## config.mk

```make
export PLATFORM = sky130hd
export DESIGN_NAME = load_store_unit_flat
export DESIGN_NICKNAME = d
export VERILOG_FILES = /design/src/rtl/mem_pkg.sv /design/src/rtl/load_store_unit_if.sv /design/src/rtl/lsu_align.sv /design/src/rtl/load_store_unit.sv /design/src/flat_wrapper.sv
export SDC_FILE = /design/constraint.sdc
export NUM_CORES = 1
export LEC_CHECK = 0
export ABC_AREA = 1
export CAP_MARGIN = 40
export CORE_MARGIN = 3
export CORE_UTILIZATION = 34
export CTS_CLUSTER_SIZE = 28
export DETAILED_ROUTE_END_ITERATION = 12
export HOLD_SLACK_MARGIN = 0.05
export PLACE_DENSITY = 0.64
export SLEW_MARGIN = 20
export SYNTH_ARGS = -nofsm -noshare
export SYNTH_HDL_FRONTEND = slang
export SYNTH_SLANG_ARGS = --single-unit
```

## constraint.sdc

```tcl
create_clock -name clk -period 6.71 [get_ports clk]
set_input_delay 0.671 -clock clk [delete_from_list [all_inputs] [get_ports clk]]
set_output_delay 0.671 -clock clk [all_outputs]
set_load 0.02 [all_outputs]
```

## src/rtl/mem_pkg.sv

```systemverilog
// rtl/mem_pkg.sv - shared funct3 width codes and LSU state encoding
package mem_pkg;

  localparam logic [2:0] F3_B  = 3'b000;
  localparam logic [2:0] F3_H  = 3'b001;
  localparam logic [2:0] F3_W  = 3'b010;
  localparam logic [2:0] F3_BU = 3'b100;
  localparam logic [2:0] F3_HU = 3'b101;

  typedef enum logic {
    ST_IDLE = 1'b0,
    ST_RMW  = 1'b1
  } lsu_state_t;

endpackage

```

## src/rtl/load_store_unit_if.sv

```systemverilog
// rtl/load_store_unit_if.sv - request and data-memory signal bundle of the LSU
interface lsu_if #(
  parameter int ADDR_W = 6
);

  logic              req_valid;
  logic              req_read;
  logic              req_write;
  logic [2:0]        funct3;
  logic [ADDR_W+1:0] byte_addr;
  logic [31:0]       wdata;
  logic              busy;
  logic [31:0]       rdata;
  logic              rdata_valid;
  logic              err;
  logic              mem_read;
  logic              mem_write;
  logic [ADDR_W-1:0] mem_addr;
  logic [31:0]       mem_wdata;
  logic [31:0]       mem_rdata;

  // LSU side
  modport slave (
    input  req_valid, req_read, req_write, funct3, byte_addr, wdata, mem_rdata,
    output busy, rdata, rdata_valid, err, mem_read, mem_write, mem_addr, mem_wdata
  );

  // pipeline + memory side
  modport master (
    output req_valid, req_read, req_write, funct3, byte_addr, wdata, mem_rdata,
    input  busy, rdata, rdata_valid, err, mem_read, mem_write, mem_addr, mem_wdata
  );

endinterface

```

## src/rtl/lsu_align.sv

```systemverilog
// rtl/lsu_align.sv - byte/halfword lane extract-extend for loads and merge for stores
module lsu_align
  import mem_pkg::*;
(
  input  logic [31:0] i_ld_word,
  input  logic [2:0]  i_ld_f3,
  input  logic [1:0]  i_ld_off,
  output logic [31:0] o_ld_data,
  input  logic [31:0] i_st_word,
  input  logic [31:0] i_st_data,
  input  logic [2:0]  i_st_f3,
  input  logic [1:0]  i_st_off,
  output logic [31:0] o_st_word
);

  logic [31:0] w_shifted;

  // bring the addressed lane down to bit 0 before extension
  assign w_shifted = i_ld_word >> {i_ld_off, 3'b000};

  // load: sign- or zero-extend the selected lane
  always_comb begin
    o_ld_data = w_shifted;
    case (i_ld_f3)
      F3_B:    o_ld_data = {{24{w_shifted[7]}}, w_shifted[7:0]};
      F3_H:    o_ld_data = {{16{w_shifted[15]}}, w_shifted[15:0]};
      F3_BU:   o_ld_data = {24'h0, w_shifted[7:0]};
      F3_HU:   o_ld_data = {16'h0, w_shifted[15:0]};
      default: o_ld_data = w_shifted;
    endcase
  end

  // store: replace only the addressed lane of the old word
  always_comb begin
    o_st_word = i_st_word;
    case (i_st_f3)
      F3_B:    o_st_word[{i_st_off, 3'b000} +: 8]        = i_st_data[7:0];
      F3_H:    o_st_word[{i_st_off[1], 4'b0000} +: 16]  = i_st_data[15:0];
      default: o_st_word = i_st_data;
    endcase
  end

endmodule

```

## src/rtl/load_store_unit.sv

```systemverilog
// rtl/load_store_unit.sv - RV32I load/store unit with read-modify-write for sub-word stores
module load_store_unit
  import mem_pkg::*;
#(
  parameter int ADDR_W = 6
) (
  input  logic clk,
  input  logic rst,
  lsu_if.slave bus
);

  lsu_state_t        r_state;
  lsu_state_t        w_next_state;
  logic [31:0]       r_rdata;
  logic              r_rdata_valid;
  logic              r_err;
  logic [31:0]       r_hold_word;
  logic [31:0]       r_hold_wdata;
  logic [2:0]        r_hold_f3;
  logic [ADDR_W+1:0] r_hold_addr;

  logic        w_is_load;
  logic        w_is_store;
  logic        w_f3_ok;
  logic        w_aligned;
  logic        w_legal;
  logic        w_accept;
  logic        w_acc_load;
  logic        w_acc_sw;
  logic        w_acc_sub;
  logic [31:0] w_ld_data;
  logic [31:0] w_merged;

  assign w_is_load  = bus.req_read & ~bus.req_write;
  assign w_is_store = bus.req_write & ~bus.req_read;

  // funct3 must be a known width code for the kind of access
  always_comb begin
    w_f3_ok = 1'b0;
    if (w_is_load) begin
      w_f3_ok = (bus.funct3 == F3_B) || (bus.funct3 == F3_H) || (bus.funct3 == F3_W) ||
                (bus.funct3 == F3_BU) || (bus.funct3 == F3_HU);
    end else if (w_is_store) begin
      w_f3_ok = (bus.funct3 == F3_B) || (bus.funct3 == F3_H) || (bus.funct3 == F3_W);
    end
  end

  // natural alignment: halfwords on even bytes, words on word boundaries
  always_comb begin
    case (bus.funct3[1:0])
      2'b01:   w_aligned = ~bus.byte_addr[0];
      2'b10:   w_aligned = (bus.byte_addr[1:0] == 2'b00);
      default: w_aligned = 1'b1;
    endcase
  end

  assign w_legal    = (w_is_load | w_is_store) & w_f3_ok & w_aligned;
  assign w_accept   = bus.req_valid & (r_state == ST_IDLE) & ~rst;
  assign w_acc_load = w_accept & w_legal & w_is_load;
  assign w_acc_sw   = w_accept & w_legal & w_is_store & (bus.funct3 == F3_W);
  assign w_acc_sub  = w_accept & w_legal & w_is_store & (bus.funct3 != F3_W);

  lsu_align u_align (
    .i_ld_word (bus.mem_rdata),
    .i_ld_f3   (bus.funct3),
    .i_ld_off  (bus.byte_addr[1:0]),
    .o_ld_data (w_ld_data),
    .i_st_word (r_hold_word),
    .i_st_data (r_hold_wdata),
    .i_st_f3   (r_hold_f3),
    .i_st_off  (r_hold_addr[1:0]),
    .o_st_word (w_merged)
  );

  // state register
  always_ff @(posedge clk) begin
    if (rst) r_state <= ST_IDLE;
    else     r_state <= w_next_state;
  end

  // next state: sub-word store spends exactly one cycle in RMW
  always_comb begin
    w_next_state = r_state;
    case (r_state)
      ST_IDLE: if (w_acc_sub) w_next_state = ST_RMW;
      ST_RMW:  w_next_state = ST_IDLE;
      default: w_next_state = ST_IDLE;
    endcase
  end

  // outputs: memory strobes are gated by reset so an aborted RMW never writes
  always_comb begin
    bus.busy        = (r_state == ST_RMW);
    bus.mem_read    = w_acc_load | w_acc_sub;
    bus.mem_write   = ((r_state == ST_RMW) & ~rst) | w_acc_sw;
    bus.mem_addr    = bus.byte_addr[ADDR_W+1:2];
    bus.mem_wdata   = bus.wdata;
    if (r_state == ST_RMW) begin
      bus.mem_addr  = r_hold_addr[ADDR_W+1:2];
      bus.mem_wdata = w_merged;
    end
    bus.rdata       = r_rdata;
    bus.rdata_valid = r_rdata_valid;
    bus.err         = r_err;
  end

  // load result, status pulses and RMW hold registers
  always_ff @(posedge clk) begin
    if (rst) begin
      r_rdata       <= 32'h0;
      r_rdata_valid <= 1'b0;
      r_err         <= 1'b0;
      r_hold_word   <= 32'h0;
      r_hold_wdata  <= 32'h0;
      r_hold_f3     <= 3'b000;
      r_hold_addr   <= '0;
    end else begin
      r_rdata_valid <= w_acc_load;
      r_err         <= w_accept & ~w_legal;
      if (w_acc_load) r_rdata <= w_ld_data;
      if (w_acc_sub) begin
        r_hold_word  <= bus.mem_rdata;
        r_hold_wdata <= bus.wdata;
        r_hold_f3    <= bus.funct3;
        r_hold_addr  <= bus.byte_addr;
      end
    end
  end

endmodule

```

## src/flat_wrapper.sv

```systemverilog
// flat-port wrapper written by rule: the top's interface ports become plain ports
module load_store_unit_flat import mem_pkg::*;
#(
  parameter int ADDR_W = 6
)
  (clk, rst, bus_req_valid, bus_req_read, bus_req_write, bus_funct3, bus_byte_addr, bus_wdata, bus_mem_rdata, bus_busy, bus_rdata, bus_rdata_valid, bus_err, bus_mem_read, bus_mem_write, bus_mem_addr, bus_mem_wdata);
  lsu_if #(.ADDR_W(ADDR_W)) bus_i ();
  input  logic clk;
  input  logic rst;
  input wire logic [$bits(bus_i.req_valid)-1:0] bus_req_valid;
  input wire logic [$bits(bus_i.req_read)-1:0] bus_req_read;
  input wire logic [$bits(bus_i.req_write)-1:0] bus_req_write;
  input wire logic [$bits(bus_i.funct3)-1:0] bus_funct3;
  input wire logic [$bits(bus_i.byte_addr)-1:0] bus_byte_addr;
  input wire logic [$bits(bus_i.wdata)-1:0] bus_wdata;
  input wire logic [$bits(bus_i.mem_rdata)-1:0] bus_mem_rdata;
  output wire logic [$bits(bus_i.busy)-1:0] bus_busy;
  output wire logic [$bits(bus_i.rdata)-1:0] bus_rdata;
  output wire logic [$bits(bus_i.rdata_valid)-1:0] bus_rdata_valid;
  output wire logic [$bits(bus_i.err)-1:0] bus_err;
  output wire logic [$bits(bus_i.mem_read)-1:0] bus_mem_read;
  output wire logic [$bits(bus_i.mem_write)-1:0] bus_mem_write;
  output wire logic [$bits(bus_i.mem_addr)-1:0] bus_mem_addr;
  output wire logic [$bits(bus_i.mem_wdata)-1:0] bus_mem_wdata;
  assign bus_i.req_valid = bus_req_valid;
  assign bus_i.req_read = bus_req_read;
  assign bus_i.req_write = bus_req_write;
  assign bus_i.funct3 = bus_funct3;
  assign bus_i.byte_addr = bus_byte_addr;
  assign bus_i.wdata = bus_wdata;
  assign bus_i.mem_rdata = bus_mem_rdata;
  assign bus_busy = bus_i.busy;
  assign bus_rdata = bus_i.rdata;
  assign bus_rdata_valid = bus_i.rdata_valid;
  assign bus_err = bus_i.err;
  assign bus_mem_read = bus_i.mem_read;
  assign bus_mem_write = bus_i.mem_write;
  assign bus_mem_addr = bus_i.mem_addr;
  assign bus_mem_wdata = bus_i.mem_wdata;
  load_store_unit #(.ADDR_W(ADDR_W)) u_core (.clk(clk), .rst(rst), .bus(bus_i));
endmodule
```

==> reports/results.md, run 1 <==
- **result of the run** completed
- **leading cell type in the layout, fill and taps excluded** sky130_fd_sc_hd__nand2_1
- **total standard cell area after synthesis** 0.006669 mm^2
- **FF+latch area** 0.002202 mm^2
- **Main synth FF type** sky130_fd_sc_hd__dfxtp_1
- **setup tns final** 0 ns
- **Die H** 146.1 um
- **detailed-route wire length per cell** 14.82 um
- **startpoint types** primary input
- **TritonCTS Buffers** 9
- **via count** 7,255
- **worst-path fanout max** 35
- **violation count after the first detailed-routing iteration** 687
- **worst-case clock buffer depth** 2
- **area of the die** 0.02133 mm^2
- **required time of the critical path** 6.04 ns
- **dominant cell type by area after synthesis** sky130_fd_sc_hd__dfxtp_1
- **Gate Count Post-Synth** 1,129
- **pin count of the biggest net entering global routing** 89
- **fill cell count** 2,008
- **total nets after synthesis** 1,219
- **power per cell area** 162.7 mW/mm^2
- **fmax** 227.2 MHz
- **slowest cell on the critical path** sky130_fd_sc_hd__inv_1
- **total wirelength of the detailed-routed design** 22.36 mm
- **worst setup skew after layout** 0.007742 ns
- **number of flops mapped to enable cells by yosys** 0
- **part of the cycle the worst path needs** 65.60%
- **unrepaired setup endpoints after global routing** false
- **I/O Pins** 155
- **transition at the pin with the smallest max-transition slack** 0.8436 ns
- **# clock sinks** 110
- **min setup slack post-route** 2.308 ns
- **CTS tree** done
- **setup violators final** 0
- **first-pass GRT wire length** 34.96 mm
- **Pre-antenna DRT Iters** 6
- **total routing resource utilization after global routing** 20.14%
- **number of antenna violations at the first check in global routing** 1
- **Clock Pin Slew Worst Setup and Hold Paths** 0.07 ns
- **count of instances resized after the clock tree is built** 0
- **top post-synthesis cells by area** sky130_fd_sc_hd__dfxtp_1 (33%), sky130_fd_sc_hd__nand2_1 (21%), sky130_fd_sc_hd__nor2_1 (9.8%)
- **Critical Path AT** 3.73 ns
- **Max stage delay on crit path** 0.75 ns
- **Placer Congestion** 0.9133
- **Die X** 146.1 um
- **Nets** 1,332
- **number of buffers inserted to repair setup after CTS** 0
- **number of global-route vias before repair** 6,583
- **Post-Place Setup Slack** 2.367 ns
- **CORE AREA** 0.01896 mm^2
- **Final ANT Viol Nets** 0
- **static power due to leakage** 4.068 nW
- **relative area change from synthesis to final layout** 30.71%
- **area occupied by multi-input gates** 0.003649 mm^2
- **count of yosys warnings during synthesis** 0
- **worst ir drop on vdd** 113.5 uV
- **area share of the leading cell type in the synthesized netlist** 33.02%
- **Critical Path, Cell by Cell** clkdlybuf4s50_1, inv_1, nand2_1, nand2_1, nor2_1, nor2_4, nand3_4, nand2_1, clkdlybuf4s50_1
- **site row count** 50
- **starting density of the core** 35.18%
- **ratio of cells with drive above 1 in the final layout** 3.689%
- **drt via density** 4.811
- **number of maximum-capacitance constraint violations** 0
- **leading cell types in the layout, fill and taps excluded** sky130_fd_sc_hd__nand2_1 (372), sky130_fd_sc_hd__nor2_1 (174), sky130_fd_sc_hd__clkdlybuf4s50_1 (154)
- **fraction of registers with async set/reset** 0%
- **register bit total from synthesis** 110
- **final-report max-slew violation count** 0
- **H-tree levels** 3
- **cell at the root of the clock tree** sky130_fd_sc_hd__clkbuf_16
- **Port Buf Inserts** 154
- **residual overflow from global routing** 0
- **distinct cell type count after synthesis** 32
- **register area share after synthesis** 33.02%
- **DRC viols** 0
- **worst min path class** reg -> reg
- **Worst setup EP type** output port
- **Relative slew margins** 43.70%
- **dpl hpwl** 16.42 mm
- **worst-skew pair later-pin latency** 0.36 ns
- **time the worst path needs with I/O delays and setup** 4.402 ns
- **hold_buf cts** 0
- **Avg Synthesized Cell Area** 5.907 um^2
- **Critical Setup Path Class** in -> out
- **number of hold violations in the final report** 0
- **cell seen most often among critical-path stages** sky130_fd_sc_hd__nand2_1
[layout make-up]
type	instances	area share [%]
Antenna cell	1	0.02871
Clock buffer	13	2.986
Clock inverter	3	0.4880
Inverter	139	6.000
Multi-Input combinational cell	814	41.85
Sequential cell	110	25.26
Tap cell	260	3.732
Timing Repair Buffer	168	19.65
[flip-flops by register name (all words and copies together) (netlist names)]
name and count:
u_core.bus.err 1, u_core.bus.busy 1, u_core.r_hold_addr 8, u_core.bus.rdata 32
u_core.bus.rdata_valid 1, u_core.r_hold_word 32, u_core.r_hold_f3 3, u_core.r_hold_wdata 32
[per-stage QoR]
| step | cell area (um^2) | total power, mW | hold WS (ns) | utilization [%] | std cells |
|---|---|---|---|---|---|
| 6_report | 8717 | 1.418 | 0.4635 | 45.99 | 1508 |
| 5_1_grt | 8717 | 1.475 | 0.4839 | 45.99 | 1508 |
| 4_1_cts | 8657 | 1.431 | 0.4686 | 45.67 | 1504 |
| 3_5_place_dp | 8354 | 0.8721 | 0.4571 | 44.07 | 1488 |
| 3_3_place_gp | 8300 | 0.8700 | 0.4554 | 43.79 | 1485 |
| 2_1_floorplan | 6669 | 0.7634 | 0.4414 | - | 1129 |
[logic make-up after synthesis]
group                      share of synthesized area (%)
DFF                                                33.02
AOI/OAI and AO/OA                                  16.08
adders and majority gates                          1.876
and+or+nand+nor                                    36.75
buffers and inverters                              12.27
[cells in the mapped netlist (10+ instances only)]
| cell | number |
|---|---|
| sky130_fd_sc_hd__a21oi_1 | 68 |
| sky130_fd_sc_hd__buf_2 | 15 |
| sky130_fd_sc_hd__clkbuf_1 | 44 |
| sky130_fd_sc_hd__dfxtp_1 | 110 |
| sky130_fd_sc_hd__ha_1 | 10 |
| sky130_fd_sc_hd__inv_1 | 135 |
| sky130_fd_sc_hd__nand2_1 | 372 |
| sky130_fd_sc_hd__nand3_1 | 51 |
| sky130_fd_sc_hd__nor2_1 | 174 |
| sky130_fd_sc_hd__o211ai_1 | 17 |
| sky130_fd_sc_hd__o21ai_0 | 77 |
[routing by layer]
layer  track usage [%]  vias to the layer above  part of all wire (%)  wire length [um]
li1                  -                     3747                     -                 -
met1             27.17                     3265                    45             10110
met2             33.05                      218                    46             10320
met3             4.624                       25                   6.8              1517
met4             4.468                        0                   1.8               411
met5                 0                        -                     0                 0
[power breakdown]
| part | switching [mW] | internal (mW) | total, mW |
|---|---|---|---|
| logic | 0.108 | 0.0939 | 0.202 |
| clock network | 0.248 | 0.310 | 0.558 |
| registers | 0.00217 | 0.655 | 0.657 |
[final timing paths]
path,from,end,slack [ns],depth (start not counted)
setup / recovery,bus_byte_addr[0],bus_mem_read,2.31,9
hold / removal,u_core.bus.rdata[13],u_core.bus.rdata[13],0.46,2
setup reg to reg,u_core.bus.busy,u_core.r_hold_word[4],4.15,9
hold reg to reg,u_core.bus.rdata[13],u_core.bus.rdata[13],0.46,2
[critical path, delay by kind of cell]
| family | cells | cell delay (ns) |
|---|---|---|
| buffers and inverters | 3 | 2.03 |
| and+or+nand+nor | 6 | 1.02 |
No activity file was read; power rests on OpenSTA's default activity.
==> run 2, diff against run 1 <==
Settings changed: PLACE_DENSITY 0.64 to 0.66.
Clock period 6.71 ns to 3.9 ns, I/O delays scaled along.
==> reports/results.md, run 2 (same netlist as run 1, synthesis figures left out) <==
- **Nets** 1,336, was 1,332
- **number of maximum-capacitance constraint violations** 0, unchanged
- **static power due to leakage** 4.084 nW, was 4.068 nW
- **Placer Congestion** 0.9213, was 0.9133
- **transition at the pin with the smallest max-transition slack** 0.6626 ns, was 0.8436 ns
- **leading cell type in the layout, fill and taps excluded** sky130_fd_sc_hd__nand2_1, unchanged
- **unrepaired setup endpoints after global routing** false, unchanged
- **result of the run** completed, unchanged
- **setup tns final** 0 ns, unchanged
- **number of buffers inserted to repair setup after CTS** 0, unchanged
- **final core occ** 45.99%, unchanged
- **detailed-route wire length per cell** 14.98 um, was 14.82 um
- **worst setup skew after layout** 0.006925 ns, was 0.007742 ns
- **total routing resource utilization after global routing** 20.71%, was 20.14%
- **time the worst path needs with I/O delays and setup** 3.497 ns
- **post-detailed-placement cell area** 0.008373 mm^2, was 0.008354 mm^2
- **number of global-route vias before repair** 6,788, was 6,583
- **proportion of power drawn by the clock network** 40.2%, was 39.4%
- **Die X** 146.1 um, unchanged
- **Internal** 1.841 mW, was 1.059 mW
- **cell at the root of the clock tree** sky130_fd_sc_hd__clkbuf_16, unchanged
- **starting density of the core** 35.18%, unchanged
- **worst ir drop on vdd** 209.4 uV, was 113.5 uV
- **power per cell area** 283.5 mW/mm^2, was 162.7 mW/mm^2
- **CTS tree** done, unchanged
- **Antenna Cells** 0, was 1
- **worst-case clock buffer depth** 2, unchanged
- **number of antenna violations at the first check in global routing** 0, was 1
- **worst-skew pair later-pin latency** 0.36 ns, about the same
- **ratio of cells with drive above 1 in the final layout** 3.997%, was 3.689%
- **DRC viols** 0, unchanged
- **worst min path class** reg -> reg, unchanged
- **count of instances resized after the clock tree is built** 0, unchanged
- **TritonCTS Buffers** 9, unchanged
- **worst-path fanout max** 16, was 35
- **slowest cell on the critical path** sky130_fd_sc_hd__clkdlybuf4s50_1, was sky130_fd_sc_hd__inv_1
- **H-tree levels** 3, unchanged
- **# clock sinks** 110, unchanged
- **Critical Setup Path Class** reg -> out, was in -> out
- **violation count after the first detailed-routing iteration** 634, was 687
- **drt via density** 4.840, was 4.811
- **I/O Pins** 155, unchanged
- **Clock Pin Slew Worst Setup and Hold Paths** 0.08 ns, was 0.07 ns
- **dpl hpwl** 16.36 mm, was 16.42 mm
- **area of the die** 0.02133 mm^2, unchanged
- **residual overflow from global routing** 0, unchanged
- **required time of the critical path** 3.51 ns, was 6.04 ns
- **Die H** 146.1 um, unchanged
- **Port Buf Inserts** 154, unchanged
- **via count** 7,313, was 7,255
- **final-report max-slew violation count** 0, unchanged
- **part of the cycle the worst path needs** 89.67%
- **relative area change from synthesis to final layout** 30.71%, unchanged
- **share of total power in sequential cells** 45.8%, was 46.4%
- **Pre-antenna DRT Iters** 6, unchanged
- **cell seen most often among critical-path stages** sky130_fd_sc_hd__inv_1, was sky130_fd_sc_hd__nand2_1
- **setup violators final** 0, unchanged
- **leading cell types in the layout, fill and taps excluded** sky130_fd_sc_hd__nand2_1 (372), sky130_fd_sc_hd__nor2_1 (174), sky130_fd_sc_hd__clkdlybuf4s50_1 (154), unchanged
- **Final ANT Viol Nets** 0, unchanged
- **switching power as a share of total power** 25.49%, was 25.30%
- **Worst setup EP type** output port, unchanged
- **post-route cell area** 0.008717 mm^2, unchanged
- **Switching Power** 0.6300 mW, was 0.3588 mW
- **Critical Path, Cell by Cell** buf_4, inv_1, ha_1, inv_1, nand3_1, o21ai_0, nand3_1, o2111ai_1, nand2_1, inv_1, clkdlybuf4s50_1, was clkdlybuf4s50_1, inv_1, nand2_1, nand2_1, nor2_1, nor2_4, nand3_4, nand2_1, clkdlybuf4s50_1
- **fmax** 285.9 MHz
- **hold_buf cts** 0, unchanged
- **site row count** 50, unchanged
- **first-pass GRT wire length** 36.06 mm, was 34.96 mm
- **Relative slew margins** 55.78%, was 43.70%
- **number of hold violations in the final report** 0, unchanged
- **Critical Path AT** 3.11 ns, was 3.73 ns
- **Max stage delay on crit path** 0.60 ns, was 0.75 ns
- **total wirelength of the detailed-routed design** 22.64 mm, was 22.36 mm
- **pin count of the biggest net entering global routing** 151, was 89
- **startpoint types** register, was primary input
- **Gate power share** 14.1%, was 14.3%
- **CORE AREA** 0.01896 mm^2, unchanged
## run 2: power by group through the flow
| stage | Clock (mW) | Sequential [mW] | Combinational, mW |
|---|---|---|---|
| floorplan | 0 | 1.16 | 0.155 |
| global placement | 0 | 1.16 | 0.342 |
| detailed placement | 0 | 1.16 | 0.342 |
| CTS | 1.01 | 1.13 | 0.344 |
| global route | 1.06 | 1.13 | 0.376 |
| finish | 0.993 | 1.13 | 0.347 |
## run 2: metal layers
layer / vias to the layer above / GRT usage (%) / routed length, um
met5: - / 0 / 0
met4: 0 / 5.738 / 482
met3: 34 / 5.152 / 1839
met2: 261 / 33.31 / 10350
met1: 3273 / 27.77 / 9964
li1: 3745 / - / -
## run 2: path summary, 6_finish.rpt
check        slack [ns]  depth (start not counted)                    to                   from
min reg2reg        0.47                          2   u_core.r_hold_f3[2]    u_core.r_hold_f3[2]
max reg2reg        1.65                          6  u_core.bus.rdata[23]        u_core.bus.busy
min                0.47                          2   u_core.r_hold_f3[2]    u_core.r_hold_f3[2]
max                0.40                         11      bus_mem_wdata[9]  u_core.r_hold_addr[0]
## run 2: through the flow
| step | power, mW | hold WS (ns) | instances | setup WS, ns |
|---|---|---|---|---|
| after global routing | 2.565 | 0.4817 | 1511 | 0.1016 |
| final | 2.471 | 0.4683 | 1511 | 0.4027 |
| after CTS | 2.486 | 0.4709 | 1509 | 0.4479 |
| after detailed placement | 1.499 | 0.4601 | 1493 | 0.8503 |
| after global placement | 1.500 | 0.4559 | 1493 | 0.8549 |
| after floorplan | 1.314 | 0.4414 | 1129 | 1.353 |
## run 2: worst max-delay path: cells and delay by family (launching register included)
family / cells / cell delay (ns)
adders and majority gates: 1 / 0.33
AOI/OAI and AO/OA: 2 / 0.41
DFF: 1 / 0.31
and+or+nand+nor: 3 / 0.38
buffers and inverters: 5 / 1.32
## run 2: cell type report
cell class                 count  area [um^2]
fill                        2015        10240
multi-input combinational    814         3649
sequential                   110         2202
inverter                     139        523.0
timing repair buffer         172         1705
clock buffer                  14        274.0
tap                          260        325.3
clock inverter                 2        38.79
==> run 3, diff against run 2 <==
--- a/config.mk
+++ b/config.mk
@@ -14,4 +14,5 @@
 export HOLD_SLACK_MARGIN = 0.05
 export PLACE_DENSITY = 0.66
+export SKIP_CTS_REPAIR_TIMING = 1
 export SLEW_MARGIN = 20
 export SYNTH_ARGS = -nofsm -noshare
==> constraint.sdc (replaced) <==
create_clock -name clk -period 3.9 [get_ports clk]
set_input_delay 0.39 -clock clk [delete_from_list [all_inputs] [get_ports clk]]
set_output_delay 0.39 -clock clk [all_outputs]
set_load 0.05 [all_outputs]
==> reports/results.md, run 3 (same netlist as run 1, synthesis figures left out) <==
- **result of the run** completed, unchanged
- **leading cell types in the layout, fill and taps excluded** sky130_fd_sc_hd__nand2_1 (372), sky130_fd_sc_hd__nor2_1 (174), sky130_fd_sc_hd__inv_1 (134), was sky130_fd_sc_hd__nand2_1 (372), sky130_fd_sc_hd__nor2_1 (174), sky130_fd_sc_hd__clkdlybuf4s50_1 (154)
- **worst ir drop on vdd** 200.7 uV, was 209.4 uV
- **Critical Path AT** 2.91 ns, was 3.11 ns
- **Nets** 1,333, was 1,336
- **cell family with the largest share of critical-path delay** buffers and inverters, unchanged
- **worst-case clock buffer depth** 2, unchanged
- **CTS tree** done, unchanged
- **Clock Pin Slew Worst Setup and Hold Paths** 0.07 ns, was 0.08 ns
- **Max stage delay on crit path** 0.54 ns, was 0.60 ns
- **area of the die** 0.02133 mm^2, unchanged
- **transition at the pin with the smallest max-transition slack** 0.7940 ns, was 0.6626 ns
- **relative area change from synthesis to final layout** 31.56%, was 30.71%
- **worst min path class** reg -> reg, unchanged
- **post-detailed-placement cell area** 0.008429 mm^2, was 0.008373 mm^2
- **time the worst path needs with I/O delays and setup** 3.300 ns, was 3.497 ns
- **# clock sinks** 110, unchanged
- **site row count** 50, unchanged
- **number of cells after detailed placement** 1,490, was 1,493
- **leading cell type in the layout, fill and taps excluded** sky130_fd_sc_hd__nand2_1, unchanged
- **H-tree levels** 3, unchanged
- **worst-path fanout max** 16, unchanged
- **worst-skew pair later-pin latency** 0.36 ns, about the same
- **Port Buf Inserts** 154, unchanged
- **ratio of cells with drive above 1 in the final layout** 6.891%, was 3.997%
- **starting density of the core** 35.18%, unchanged
- **pin count of the biggest net entering global routing** 86, was 151
- **post-route cell area** 0.008773 mm^2, was 0.008717 mm^2
- **part of the cycle the worst path needs** 84.62%, was 89.67%
- **cell seen most often among critical-path stages** sky130_fd_sc_hd__inv_1, unchanged
- **CORE AREA** 0.01896 mm^2, unchanged
- **TritonCTS Buffers** 9, unchanged
- **slowest cell on the critical path** sky130_fd_sc_hd__dfxtp_1, was sky130_fd_sc_hd__clkdlybuf4s50_1
- **number of maximum-capacitance constraint violations** 0, unchanged
- **required time of the critical path** 3.51 ns, about the same
- **I/O Pins** 155, unchanged
- **final standard cell count with taps included and fillers excluded** 1,508, was 1,511
- **Relative slew margins** 47.06%, was 55.78%
- **Placer Congestion** 0.9399, was 0.9213
- **violation count after the first detailed-routing iteration** 671, was 634
- **setup tns final** 0 ns, unchanged
- **Critical Path, Cell by Cell** inv_1, ha_1, inv_1, nand3_1, o21ai_0, nand3_1, o2111ai_1, nand2_1, inv_1, buf_4, was buf_4, inv_1, ha_1, inv_1, nand3_1, o21ai_0, nand3_1, o2111ai_1, nand2_1, inv_1, clkdlybuf4s50_1
- **power per cell area** 291.2 mW/mm^2, was 283.5 mW/mm^2
- **Final ANT Viol Nets** 0, unchanged
- **total routing resource utilization after global routing** 21.00%, was 20.71%
- **Die H** 146.1 um, unchanged
- **via count** 7,358, was 7,313
- **total wirelength of the detailed-routed design** 22.97 mm, was 22.64 mm
- **first-pass GRT wire length** 36.25 mm, was 36.06 mm
- **drt via density** 4.879, was 4.840
- **dpl hpwl** 16.70 mm, was 16.36 mm
- **Antenna Cells** 0, unchanged
- **worst setup skew after layout** 0.005616 ns, was 0.006925 ns
- **Critical Setup Path Class** reg -> out, unchanged
- **detailed-route wire length per cell** 15.23 um, was 14.98 um
- **final core occ** 46.28%, was 45.99%
- **unrepaired setup endpoints after global routing** false, unchanged
- **static power due to leakage** 4.163 nW, was 4.084 nW
- **Critical path buffers and inverters** 4, was 5
- **number of global-route vias before repair** 6,797, was 6,788
- **residual overflow from global routing** 0, unchanged
- **Die X** 146.1 um, unchanged
- **Pre-antenna DRT Iters** 7, was 6
- **final-report max-slew violation count** 0, unchanged
- **fmax** 303.0 MHz, was 285.9 MHz
- **Worst Hold Margin** 0.4690 ns, was 0.4683 ns
- **startpoint types** register, unchanged
- **number of antenna violations at the first check in global routing** 0, unchanged
- **cell at the root of the clock tree** sky130_fd_sc_hd__clkbuf_16, unchanged
- **Worst setup EP type** output port, unchanged
- **DRC viols** 0, unchanged
- **setup violators final** 0, unchanged
- **number of hold violations in the final report** 0, unchanged
[run 3: cell types whose count changed in the layout (fill, tap and decap cells not counted), sizes merged]
cell and change:
clkdlybuf4s50 -40, clkbuf -1, bufinv +1, buf +37
[run 3: worst paths after layout]
| path | to | start | slack [ns] | cells past startpoint |
|---|---|---|---|---|
| hold reg to reg | u_core.bus.rdata[10] | u_core.bus.rdata[10] | 0.47 | 2 |
| setup reg to reg | u_core.bus.rdata[19] | u_core.bus.busy | 1.86 | 4 |
| setup / recovery | bus_mem_wdata[9] | u_core.r_hold_addr[0] | 0.60 | 10 |
| hold / removal | u_core.bus.rdata[10] | u_core.bus.rdata[10] | 0.47 | 2 |
[run 3: worst reg2reg max path, cell delays in order, from the launching register on]
cell                      delay (ns)
sky130_fd_sc_hd__dfxtp_1        0.36
sky130_fd_sc_hd__nor3_2         0.43
sky130_fd_sc_hd__nand3_4        0.32
sky130_fd_sc_hd__nor2_2         0.63
sky130_fd_sc_hd__a21oi_1        0.15
[run 3: power by group]
group / leakage (nW) / internal (mW) / switching (mW)
clock network: 0.148 / 0.567 / 0.440
logic: 3.13 / 0.168 / 0.248
registers: 0.886 / 1.13 / 0.00385
[run 3: metal layers]
layer / up-vias / part of all wire, % / track usage (%)
li1: 3752 / - / -
met1: 3341 / 44 / 27.90
met2: 239 / 47 / 34.64
met3: 26 / 7.4 / 4.997
met4: 0 / 2.0 / 5.033
met5: - / 0 / 0
[run 3: area by class of cell]
class                           instances  area [um^2]
Clock buffer                           13        240.2
Fill cell                            1999        10180
Tap cell                              260        325.3
Sequential cell                       110         2202
Clock inverter                          3        68.82
Multi-Input combinational cell        814         3652
Inverter                              139        523.0
Timing Repair Buffer                  169         1762
[run 3: stage by stage]
| stage | power [mW] | worst slack [ns] |
|---|---|---|
| 2_1_floorplan | 1.368 | 0.9065 |
| 3_5_place_dp | 1.568 | 0.9848 |
| 3_3_place_gp | 1.568 | 1.112 |
| 6_report | 2.554 | 0.5996 |
| 4_1_cts | 2.568 | 0.6565 |
| 5_1_grt | 2.645 | 0.3922 |
